[src/rtl/hit_response.sv]
// Hit/block event receiver: per-player health, hit-stun, invulnerability and KO,
// plus the round FSM that holds after a KO and reports the winner.
module hit_response #(
   parameter logic [7:0]  MAX_HEALTH     = 8'd100,
   parameter logic [7:0]  HIT_DAMAGE     = 8'd10,
   parameter logic [7:0]  CHIP_DAMAGE    = 8'd2,
   parameter int unsigned STUN_FRAMES    = 20,
   parameter int unsigned INVULN_FRAMES  = 30,
   parameter int unsigned KO_HOLD_FRAMES = 120
) (
   input  logic       frame_clk,
   input  logic       Reset,
   input  logic       round_start,
   input  logic       hitP1,
   input  logic       hitP2,
   input  logic       blockP1,
   input  logic       blockP2,
   output logic [7:0] healthP1,
   output logic [7:0] healthP2,
   output logic       stunP1,
   output logic       stunP2,
   output logic       invulnP1,
   output logic       invulnP2,
   output logic       koP1,
   output logic       koP2,
   output logic       dmg_ackP1,
   output logic       dmg_ackP2,
   output logic       round_over,
   output logic [1:0] winner
);

   typedef enum logic [1:0] {P_IDLE, P_STUN, P_INVULN, P_KO} pstate_t;
   typedef enum logic [1:0] {R_FIGHT, R_KO_HOLD, R_DONE} rstate_t;

   localparam logic [15:0] LP_STUN   = 16'(STUN_FRAMES);
   localparam logic [15:0] LP_INVULN = 16'(INVULN_FRAMES);
   localparam logic [15:0] LP_HOLD   = 16'(KO_HOLD_FRAMES);

   pstate_t     r_pst    [2];
   logic [7:0]  r_health [2];
   logic [15:0] r_pcnt   [2];
   logic        r_ack    [2];
   logic        r_hit_q  [2];
   logic        r_blk_q  [2];
   rstate_t     r_rst;
   logic [15:0] r_rcnt;
   logic [1:0]  r_winner;

   logic       w_hit    [2];
   logic       w_blk    [2];
   logic       w_blk_ev [2];
   logic       w_accept [2];
   logic [7:0] w_dmg    [2];
   logic       w_ko_now [2];

   assign w_hit[0] = hitP1;
   assign w_hit[1] = hitP2;
   assign w_blk[0] = blockP1;
   assign w_blk[1] = blockP2;

   // Only an idle player in a live round can take damage; block outranks hit.
   always_comb begin
      for (int unsigned i = 0; i < 2; i++) begin
         w_blk_ev[i] = w_blk[i] & ~r_blk_q[i];
         w_accept[i] = (r_rst == R_FIGHT) && !round_start && (r_pst[i] == P_IDLE) &&
                       (w_blk_ev[i] || (w_hit[i] & ~r_hit_q[i]));
         w_dmg[i]    = w_blk_ev[i] ? CHIP_DAMAGE : HIT_DAMAGE;
         w_ko_now[i] = w_accept[i] && (w_dmg[i] >= r_health[i]);
      end
   end

   always_ff @(posedge frame_clk or negedge Reset) begin
      if (!Reset) begin
         for (int unsigned i = 0; i < 2; i++) begin
            r_pst[i]    <= P_IDLE;
            r_health[i] <= MAX_HEALTH;
            r_pcnt[i]   <= '0;
            r_ack[i]    <= 1'b0;
            r_hit_q[i]  <= 1'b0;
            r_blk_q[i]  <= 1'b0;
         end
         r_rst    <= R_FIGHT;
         r_rcnt   <= '0;
         r_winner <= '0;
      end else begin
         for (int unsigned i = 0; i < 2; i++) begin
            r_hit_q[i] <= w_hit[i];
            r_blk_q[i] <= w_blk[i];
         end
         if (round_start) begin
            for (int unsigned i = 0; i < 2; i++) begin
               r_pst[i]    <= P_IDLE;
               r_health[i] <= MAX_HEALTH;
               r_pcnt[i]   <= '0;
               r_ack[i]    <= 1'b0;
            end
            r_rst    <= R_FIGHT;
            r_rcnt   <= '0;
            r_winner <= '0;
         end else begin
            for (int unsigned i = 0; i < 2; i++) begin
               r_ack[i] <= w_accept[i];
               case (r_pst[i])
                  P_IDLE: begin
                     if (w_ko_now[i]) begin
                        r_health[i] <= '0;
                        r_pst[i]    <= P_KO;
                     end else if (w_accept[i]) begin
                        r_health[i] <= r_health[i] - w_dmg[i];
                        r_pst[i]    <= w_blk_ev[i] ? P_INVULN : P_STUN;
                        r_pcnt[i]   <= w_blk_ev[i] ? LP_INVULN : LP_STUN;
                     end
                  end
                  P_STUN: begin
                     if (r_pcnt[i] == 16'd1) begin
                        r_pst[i]  <= P_INVULN;
                        r_pcnt[i] <= LP_INVULN;
                     end else begin
                        r_pcnt[i] <= r_pcnt[i] - 16'd1;
                     end
                  end
                  P_INVULN: begin
                     if (r_pcnt[i] == 16'd1) begin
                        r_pst[i]  <= P_IDLE;
                        r_pcnt[i] <= '0;
                     end else begin
                        r_pcnt[i] <= r_pcnt[i] - 16'd1;
                     end
                  end
                  default: r_pcnt[i] <= '0;
               endcase
            end
            case (r_rst)
               R_FIGHT: begin
                  if (w_ko_now[0] || w_ko_now[1]) begin
                     r_rst    <= R_KO_HOLD;
                     r_rcnt   <= LP_HOLD;
                     r_winner <= {w_ko_now[0], w_ko_now[1]};
                  end
               end
               R_KO_HOLD: begin
                  if (r_rcnt == 16'd1) begin
                     r_rst  <= R_DONE;
                     r_rcnt <= '0;
                  end else begin
                     r_rcnt <= r_rcnt - 16'd1;
                  end
               end
               default: r_rst <= R_DONE;
            endcase
         end
      end
   end

   assign healthP1   = r_health[0];
   assign healthP2   = r_health[1];
   assign stunP1     = (r_pst[0] == P_STUN);
   assign stunP2     = (r_pst[1] == P_STUN);
   assign invulnP1   = (r_pst[0] == P_INVULN);
   assign invulnP2   = (r_pst[1] == P_INVULN);
   assign koP1       = (r_pst[0] == P_KO);
   assign koP2       = (r_pst[1] == P_KO);
   assign dmg_ackP1  = r_ack[0];
   assign dmg_ackP2  = r_ack[1];
   assign round_over = (r_rst == R_DONE);
   assign winner     = r_winner;

endmodule

[config.mk]
export PLATFORM = sky130hd
export DESIGN_NAME = hit_response
export DESIGN_NICKNAME = d
export VERILOG_FILES = /design/src/rtl/hit_response.sv
export SDC_FILE = /design/constraint.sdc
export NUM_CORES = 1
export LEC_CHECK = 0
export ABC_AREA = 1
export CAP_MARGIN = 20
export CELL_PAD_IN_SITES_DETAIL_PLACEMENT = 0
export CELL_PAD_IN_SITES_GLOBAL_PLACEMENT = 1
export CORE_ASPECT_RATIO = 1.2
export CORE_MARGIN = 2
export CORE_UTILIZATION = 48
export CTS_BUF_LIST = sky130_fd_sc_hd__clkbuf_2
export DETAILED_ROUTE_END_ITERATION = 6
export GPL_ROUTABILITY_DRIVEN = 0
export PLACE_DENSITY_LB_ADDON = 0.3
export SYNTH_ARGS = -nofsm -noshare
export SYNTH_HDL_FRONTEND = slang
export SYNTH_SLANG_ARGS = --single-unit
[constraint.sdc]
create_clock -name frame_clk -period 3 [get_ports frame_clk]
set_input_delay 0.6 -clock frame_clk [delete_from_list [all_inputs] [get_ports frame_clk]]
set_output_delay 0.6 -clock frame_clk [all_outputs]
set_load 0.02 [all_outputs]
==> results.cfg, run 1 <==
[clock_network]
cts_inserted_buffers = 9
cts_tree = built
postCtsHoldBufs = 0
cts_buffer_depth = 2
clk_pin_slew_ps = 250
post-cts-setup-buffer-count = 0
post_cts_resized = 0
htree_levels = 3
ctsRootBufferMaster = clkbuf_2
clk_latency_ps = 590
cts_sinks = 76

[die]
die_y_um = 115
fp.dieArea_um2 = 11100
core_um2 = 10000
start_util_pct = 49.4
ios = 34
die_w_um = 96.6
row_count = 40

[drt]
drc = 0
wl_mm = 11.4
drt_iter0_drc = 178
dr.pass1.iters = 6
wl_per_cell_um = 12.9
detail-route-antenna-nets = 0
drt-vias-per-instance = 5.02
vias = 4446

[power_and_ir_drop]
leakage_uw = 0.00298
ir_worst_vdd_mv = 0.435
p_per_area_nw_per_um2 = 872

[synthesis]
ys_ff_latch = 76
syn_area_um2 = 4940
synth-edff-count = 0
yosys_most_used_dff = dfrtp_1
seq_area_frac_synth_pct = 38.7
ys_top_cells_by_area = dfrtp_1 35%, nand2_1 17%, nor2_1 8.0%
netlist_instances = 718
ys_warn_count = 0
async_reset_ff_share_pct = 100
synth_cell_types = 33
synth.largest_area_cell = dfrtp_1
synth_top_area_share_pct = 35.5
netlist_top_cells_count = 218 x nand2_1, 105 x nor2_1, 91 x inv_1, 70 x dfrtp_1, 69 x nand3_1
synth.most_common_cell = nand2_1
avgSynthCellArea_um2 = 6.88

[critical_path]
startpoint = r_pst[0]$_DFFE_PN0P_
end_kind = output pin
crit_fanout = 7
worstPathArrival_ps = 2110
reg2reg_depth = 13
cp.required_ps = 2400
timing.rr.start = r_blk_q[1]$_DFF_PN0_
r2r_slack_ps = 690
cp-start-kind = flop
reg2reg_to = r_pcnt[19]$_DFFE_PN0P_
critical_path_class = flop to output pin

[grt]
use_met3_pct = 3.10
busiest_layer = met2
use_met1_pct = 26.8
met2_usage_pct = 38.1
antenna_found_initial = 0
grt_overflow = 0
grt_max_degree = 77
first_global_vias = 4371
groute.usage.overall_pct = 21.6
grt_pass1_wl_mm = 19.8

[sta]
hold_viol = 0
maxSlewViolCount = 0
max_freq_mhz = 369
slew_headroom_pct = 65.8
tightest_slew_ps = 512
fin_tns_setup_ps = 0
period_minus_slack_ps = 2710
fin_crit_sh_pct = 90.3
setup_viol_count_final = 0
skew_ps = 27.5
rsz0062_at_grt = no

[final_layout]
stdcell_count = 886
layout-area-overhead-vs-synth_pct = 11.8
nFillCells = 1003
drive_gt1_share_pct = 6.84
n_antenna_cell = 0
final_nets = 780

[flow_run]
maxCapViolations = 0

[min_path]
hold_class = input pin to async pin

[place]
dp.cells = 868
dpl.hpwl_mm = 8.38
io_buffers = 31

[outcome]
status = complete, no violations
-- cell usage in the layout (no fill, tap or decap) --
cell	n
a22oi_1	1
buf_4	9
nand3_2	2
o21bai_1	5
inv_2	3
o21ai_2	1
conb_1	2
inv_1	91
clkinv_4	2
dfrtp_1	70
a21o_1	1
clkinvlp_4	2
bufinv_16	1
ha_1	18
clkbuf_2	9
nor2_4	3
dlygate4sd3_1	1
nand4_1	16
o21ai_0	38
inv_6	1
nor2_2	3
nand2_1	218
dfstp_2	6
xor2_1	16
nand3_1	69
o21ai_1	6
clkdlybuf4s50_1	30
clkinv_2	1
nand2_2	5
nand3b_1	2
a21oi_1	7
nor3_1	4
nor3_4	1
xnor2_1	4
buf_16	1
nor2_1	105
a31oi_1	4
or2_2	2
-- layer usage --
| metal | part of all wire (%) | wire length (um) |
|---|---|---|
| met3 | 3.4 | 391 |
| met1 | 46 | 5240 |
| met2 | 50 | 5670 |
| met5 | 0 | 0 |
| met4 | 1.2 | 134 |
-- critical path: stages, from the launching register on --
cell and delay (ps):
dfrtp_1 480, inv_1 90, ha_1 290, clkdlybuf4s50_1 660
-- where the power goes --
part / switching (uW) / total, uW / internal, uW
clock: 413 / 609 / 196
combinational: 1680 / 2670 / 990
sequential: 251 / 1540 / 1290
total: 2340 / 4810 / 2470
-- flip-flops by register name, indices dropped and copies added (netlist names), 2 cells and up --
signal	count
healthP2	7
r_hit_q	2
healthP1	7
r_rst	2
r_pst	4
winner	2
r_blk_q	2
r_pcnt	32
r_rcnt	16
-- per-stage QoR --
stage	utilization (%)	hold WS, ps	power [uW]	instance area [um^2]	setup slack, ps
finish	55.2	455	4810	5520	291
detailed placement	53.6	480	4220	5360	54.2
global placement	53.6	471	4190	5360	220
CTS	54.8	165	4840	5480	256
floorplan	-	304	3560	4940	907
global route	55.2	456	5320	5520	176
-- layout make-up --
class | count | area (um^2) | share of cell area (%)
clock inverter | 7 | 76.3 | 1.38
inverter | 94 | 353 | 6.39
multi-input combinational | 533 | 2570 | 46.6
sequential | 76 | 1910 | 34.6
tap | 126 | 158 | 2.86
timing repair buffer | 41 | 405 | 7.34
clock buffer | 9 | 45.0 | 0.816
-- kinds of logic (layout without fill, tap and decap cells) --
family | after synthesis | in the layout | synth area share, %
other cells | 1 | 2 | 0.0759
xor+xnor | 20 | 20 | 3.55
fa+ha+maj | 18 | 18 | 4.56
simple gates | 430 | 430 | 37.0
buf+inv | 110 | 151 | 9.30
flops | 76 | 76 | 38.7
compound gates | 63 | 63 | 6.91
-- how the worst max path moves through the flow --
stage,endpoint,cells after the start
floorplan,r_rcnt[10]$_DFFE_PN0P_,11
global placement,r_pcnt[20]$_DFFE_PN0P_,13
detailed placement,r_pcnt[19]$_DFFE_PN0P_,13
CTS,stunP2,3
global route,invulnP2,3
finish,invulnP2,3
No activity file was read; power rests on OpenSTA's default activity.
==> run 2, diff against run 1 <==
CORE_UTILIZATION = 46   (was 48)
CTS_BUF_LIST = unset   (was sky130_fd_sc_hd__clkbuf_2)
PLACE_DENSITY = 0.9   (was unset)
PLACE_DENSITY_LB_ADDON = unset   (was 0.3)
==> results.cfg, run 2 (synthesized netlist as in run 1, its figures left out) <==
[sta]
hold_viol = 0
setup_slack_ps = 448
maxSlewViolCount = 0
rsz0062_at_grt = no
setup_viol_count_final = 0
fin_hold_ws_ps = 161
fin_tns_setup_ps = 0
max_freq_mhz = 392
fin_crit_sh_pct = 85.1
skew_ps = 5.73
period_minus_slack_ps = 2550

[power_and_ir_drop]
leakage_uw = 0.00307
ir_worst_vdd_mv = 0.554
finalPower_uw = 5340
p_per_area_nw_per_um2 = 934

[place]
placedInstanceArea_um2 = 5380
dp_slack_ps = 124
io_buffers = 31
dpl.hpwl_mm = 8.36

[grt]
busiest_layer = met2
grt_overflow = 0
groute.usage.overall_pct = 21.4
antenna_found_initial = 0
use_met3_pct = 3.62
grt_pass1_wl_mm = 20.6
use_met1_pct = 27.2
met2_usage_pct = 36.5
first_global_vias = 4539
grt_max_degree = 77

[critical_path]
cp-start-kind = input pin
end_kind = flop
worstPathArrival_ps = 2780
cp.required_ps = 3230
crit_path_max_incr_delay_ps = 420
crit_fanout = 11
cp_slowest_cell = clkdlybuf4s50_1
crit_chain = clkdlybuf4s50_1 -> nand2_1 -> inv_1 -> ha_1 -> nand3_1 -> a21oi_1 -> nand2_2 -> nand2_2 -> nand2_2 -> inv_2 -> nor2_4 -> nand2_1 -> nand2_1
critical_path_class = input pin to flop

[drt]
drt_iter0_drc = 272
vias = 4521
wl_per_cell_um = 12.9
detail-route-antenna-nets = 0
drt-vias-per-instance = 5.08
dr.pass1.iters = 5
wl_mm = 11.4
drc = 0

[outcome]
status = complete, no violations

[min_path]
hold_class = input pin to async pin

[clock_network]
postCtsHoldBufs = 0
clk_pin_slew_ps = 60
htree_levels = 3
cts_sinks = 76
ctsRootBufferMaster = clkbuf_16
cts_tree = built
cts_buffer_depth = 2
post_cts_resized = 0
post-cts-setup-buffer-count = 0
cts_inserted_buffers = 9
clk_latency_ps = 340

[final_layout]
largest_reg_flops = 32
nFillCells = 1056
n_antenna_cell = 0
drive_gt1_share_pct = 6.96
layout-area-overhead-vs-synth_pct = 15.7
final_nets = 781
top_register = r_pcnt
final_common_cell = nand2_1
largestRegisters = r_pcnt (32), r_rcnt (16)
finalInstanceArea_um2 = 5710
final_cell_mix = 218 x nand2_1, 105 x nor2_1, 91 x inv_1

[die]
die_w_um = 98.6
core_um2 = 10500
fp.dieArea_um2 = 11600
die_y_um = 118
start_util_pct = 47.0
row_count = 41
ios = 34

[flow_run]
maxCapViolations = 0
-- run 2: area by class of cell --
| type | count | area, um^2 | area share [%] |
|---|---|---|---|
| clock inverters | 4 | 47.5 | 0.832 |
| inverters | 94 | 353 | 6.18 |
| repair buffers | 42 | 410 | 7.18 |
| flip-flops and latches | 76 | 1910 | 33.4 |
| multi-input cells | 533 | 2570 | 45.1 |
| clock buffers | 12 | 256 | 4.49 |
| well taps | 129 | 161 | 2.83 |
-- run 2: worst max-delay path, delay by kind of cell --
kind            cells  cell delay, ps
simple gates        8             840
buf+inv             3             730
fa+ha+maj           1             370
compound gates      1             230
-- run 2: power by group --
group	total, uW	switching (uW)	internal (uW)
clock network	1120	432	687
logic	2670	1680	994
registers	1550	255	1290
total	5340	2360	2970
-- run 2: worst paths after layout --
| kind | start | endpoint | slack (ps) | depth (start not counted) |
|---|---|---|---|---|
| max | blockP1 | r_pcnt[20]$_DFFE_PN0P_ | 450 | 13 |
| min | Reset | healthP2[7]$_DFFE_PN0P_ | 160 | 1 |
| max reg2reg | r_pst[0]$_DFFE_PN0P_ | r_pcnt[7]$_DFFE_PN0P_ | 800 | 11 |
| min reg2reg | r_pcnt[17]$_DFFE_PN0P_ | r_pcnt[17]$_DFFE_PN0P_ | 480 | 2 |
| max in group asynchronous | Reset | healthP1[5]$_DFFE_PN1P_ | 2220 | 2 |
| min in group frame_clk | r_pcnt[17]$_DFFE_PN0P_ | r_pcnt[17]$_DFFE_PN0P_ | 480 | 2 |
-- run 2: per-stage QoR --
stage                     utilization [%]  std cells
after floorplan                         -        719
after global placement               51.2        873
after detailed placement             51.2        873
after CTS                            54.1        889
after global routing                 54.3        890
final                                54.3        890
-- run 2: routing by layer --
| layer | routed length, um | up-vias |
|---|---|---|
| met5 | 0 | - |
| met4 | 185 | 0 |
| met3 | 375 | 13 |
| met2 | 5680 | 73 |
| met1 | 5200 | 2100 |
| li1 | - | 2335 |
==> run 3, diff against run 2 <==
CAP_MARGIN = 10   (was 20)
CORE_ASPECT_RATIO = 2   (was 1.2)
==> results.cfg, run 3 (synthesized netlist as in run 1, its figures left out) <==
[final_layout]
layout-area-overhead-vs-synth_pct = 15.4
final_cell_mix = 218 x nand2_1, 105 x nor2_1, 91 x inv_1
drive_gt1_share_pct = 7.10
top_register = r_pcnt
nFillCells = 1100
largest_reg_flops = 32
final_common_cell = nand2_1
finalInstanceArea_um2 = 5700
n_antenna_cell = 0
final_nets = 781
largestRegisters = r_pcnt (32), r_rcnt (16)

[sta]
tightest_slew_ps = 1000
rsz0062_at_grt = no
maxSlewViolCount = 0
skew_ps = 4.64
period_minus_slack_ps = 2630
hold_viol = 0
fin_hold_ws_ps = 404
fin_tns_setup_ps = 0
slew_headroom_pct = 33.1
fin_crit_sh_pct = 87.7
setup_viol_count_final = 0
max_freq_mhz = 380

[power_and_ir_drop]
p_per_area_nw_per_um2 = 949
leakage_uw = 0.00305
p_switching_uw = 2470
intPower_uw = 2940
p_comb_share_pct = 50.9
swShare_pct = 45.7
finalPower_uw = 5410
ir_worst_vdd_mv = 0.552
pwr-share-clk_pct = 20.4
p_seq_share_pct = 28.7

[drt]
vias = 4567
wl_per_cell_um = 13.9
wl_mm = 12.4
dr.pass1.iters = 5
drc = 0
drt_iter0_drc = 270
drt-vias-per-instance = 5.09
detail-route-antenna-nets = 0

[outcome]
status = complete, no violations

[clock_network]
cts_tree = built
cts_inserted_buffers = 9
post-cts-setup-buffer-count = 0
clk_latency_ps = 340
post_cts_resized = 0
cts_buffer_depth = 2
clk_pin_slew_ps = 60
ctsRootBufferMaster = clkbuf_16
postCtsHoldBufs = 0
cts_sinks = 76
htree_levels = 3

[grt]
groute.usage.overall_pct = 23.0
first_global_vias = 4612
antenna_found_initial = 0
grt_pass1_wl_mm = 21.2
grt_max_degree = 77
grt_overflow = 0

[place]
dpl.hpwl_mm = 9.38
placedInstanceArea_um2 = 5400
io_buffers = 31

[die]
ios = 34
fp.dieArea_um2 = 11600
die_w_um = 77.3
die_y_um = 151
core_um2 = 10500
start_util_pct = 47.1
row_count = 53

[critical_path]
reg2reg_depth = 11
critical_path_class = input pin to flop
end_kind = flop
cp-start-kind = input pin
crit_fanout = 12
cp.required_ps = 3270
worstPathArrival_ps = 2900

[flow_run]
maxCapViolations = 0

[min_path]
hold_class = input pin to async pin
run 3: worst paths after layout:
kind | from | endpoint | slack (ps)
hold / removal | Reset | r_rcnt[13]$_DFFE_PN0P_ | 400
min in group frame_clk | r_pcnt[1]$_DFFE_PN0P_ | r_pcnt[1]$_DFFE_PN0P_ | 490
max in group asynchronous | Reset | r_pcnt[6]$_DFFE_PN0P_ | 1920
hold reg to reg | r_pcnt[1]$_DFFE_PN0P_ | r_pcnt[1]$_DFFE_PN0P_ | 490
setup reg to reg | r_pst[1]$_DFFE_PN0P_ | r_pcnt[6]$_DFFE_PN0P_ | 610
setup / recovery | blockP2 | r_pcnt[6]$_DFFE_PN0P_ | 370
run 3: power groups by stage:
stage	combinational, uW	clock, uW	sequential, uW
final	2750	1100	1550
after global routing	3150	1170	1590
after CTS	2760	1130	1550
after detailed placement	2740	0	1570
after global placement	2690	0	1560
after floorplan	1990	0	1560
run 3: final cells by class:
cell class                      instances  area, um^2  area share (%)
Clock inverter                          7        76.3            1.34
Timing Repair Buffer                   42         390            6.85
Clock buffer                            9         225            3.95
Inverter                               94         353            6.19
Sequential cell                        76        1910            33.5
Multi-Input combinational cell        533        2570            45.2
Tap cell                              137         171            3.01
run 3: critical path, cell delays in order:
cell and delay [ps]:
clkdlybuf4s50_1 450, nand2_1 130, inv_1 70, ha_1 320, nand3_1 150, a21oi_1 190
nand2_2 120, nand2_2 180, inv_2 140, nand2_1 250, inv_1 160, nor2_1 130
run 3: per-layer routing:
| layer | vias to the layer above | part of all wire [%] | track usage [%] | wire (um) |
|---|---|---|---|---|
| met3 | 33 | 1.9 | 2.94 | 241 |
| met1 | 2137 | 38 | 23.2 | 4730 |
| met2 | 65 | 56 | 43.7 | 7000 |
| met5 | - | 0 | 0 | 0 |
| met4 | 0 | 3.8 | 14.2 | 472 |
| li1 | 2332 | - | - | - |
run 3: per-stage QoR:
step / std cells / worst slack, ps / util, %
floorplan: 719 / 907 / -
global placement: 882 / 40.5 / 51.5
detailed placement: 882 / 29.5 / 51.5
CTS: 898 / 381 / 54.4
global route: 898 / 164 / 54.4
finish: 898 / 368 / 54.4
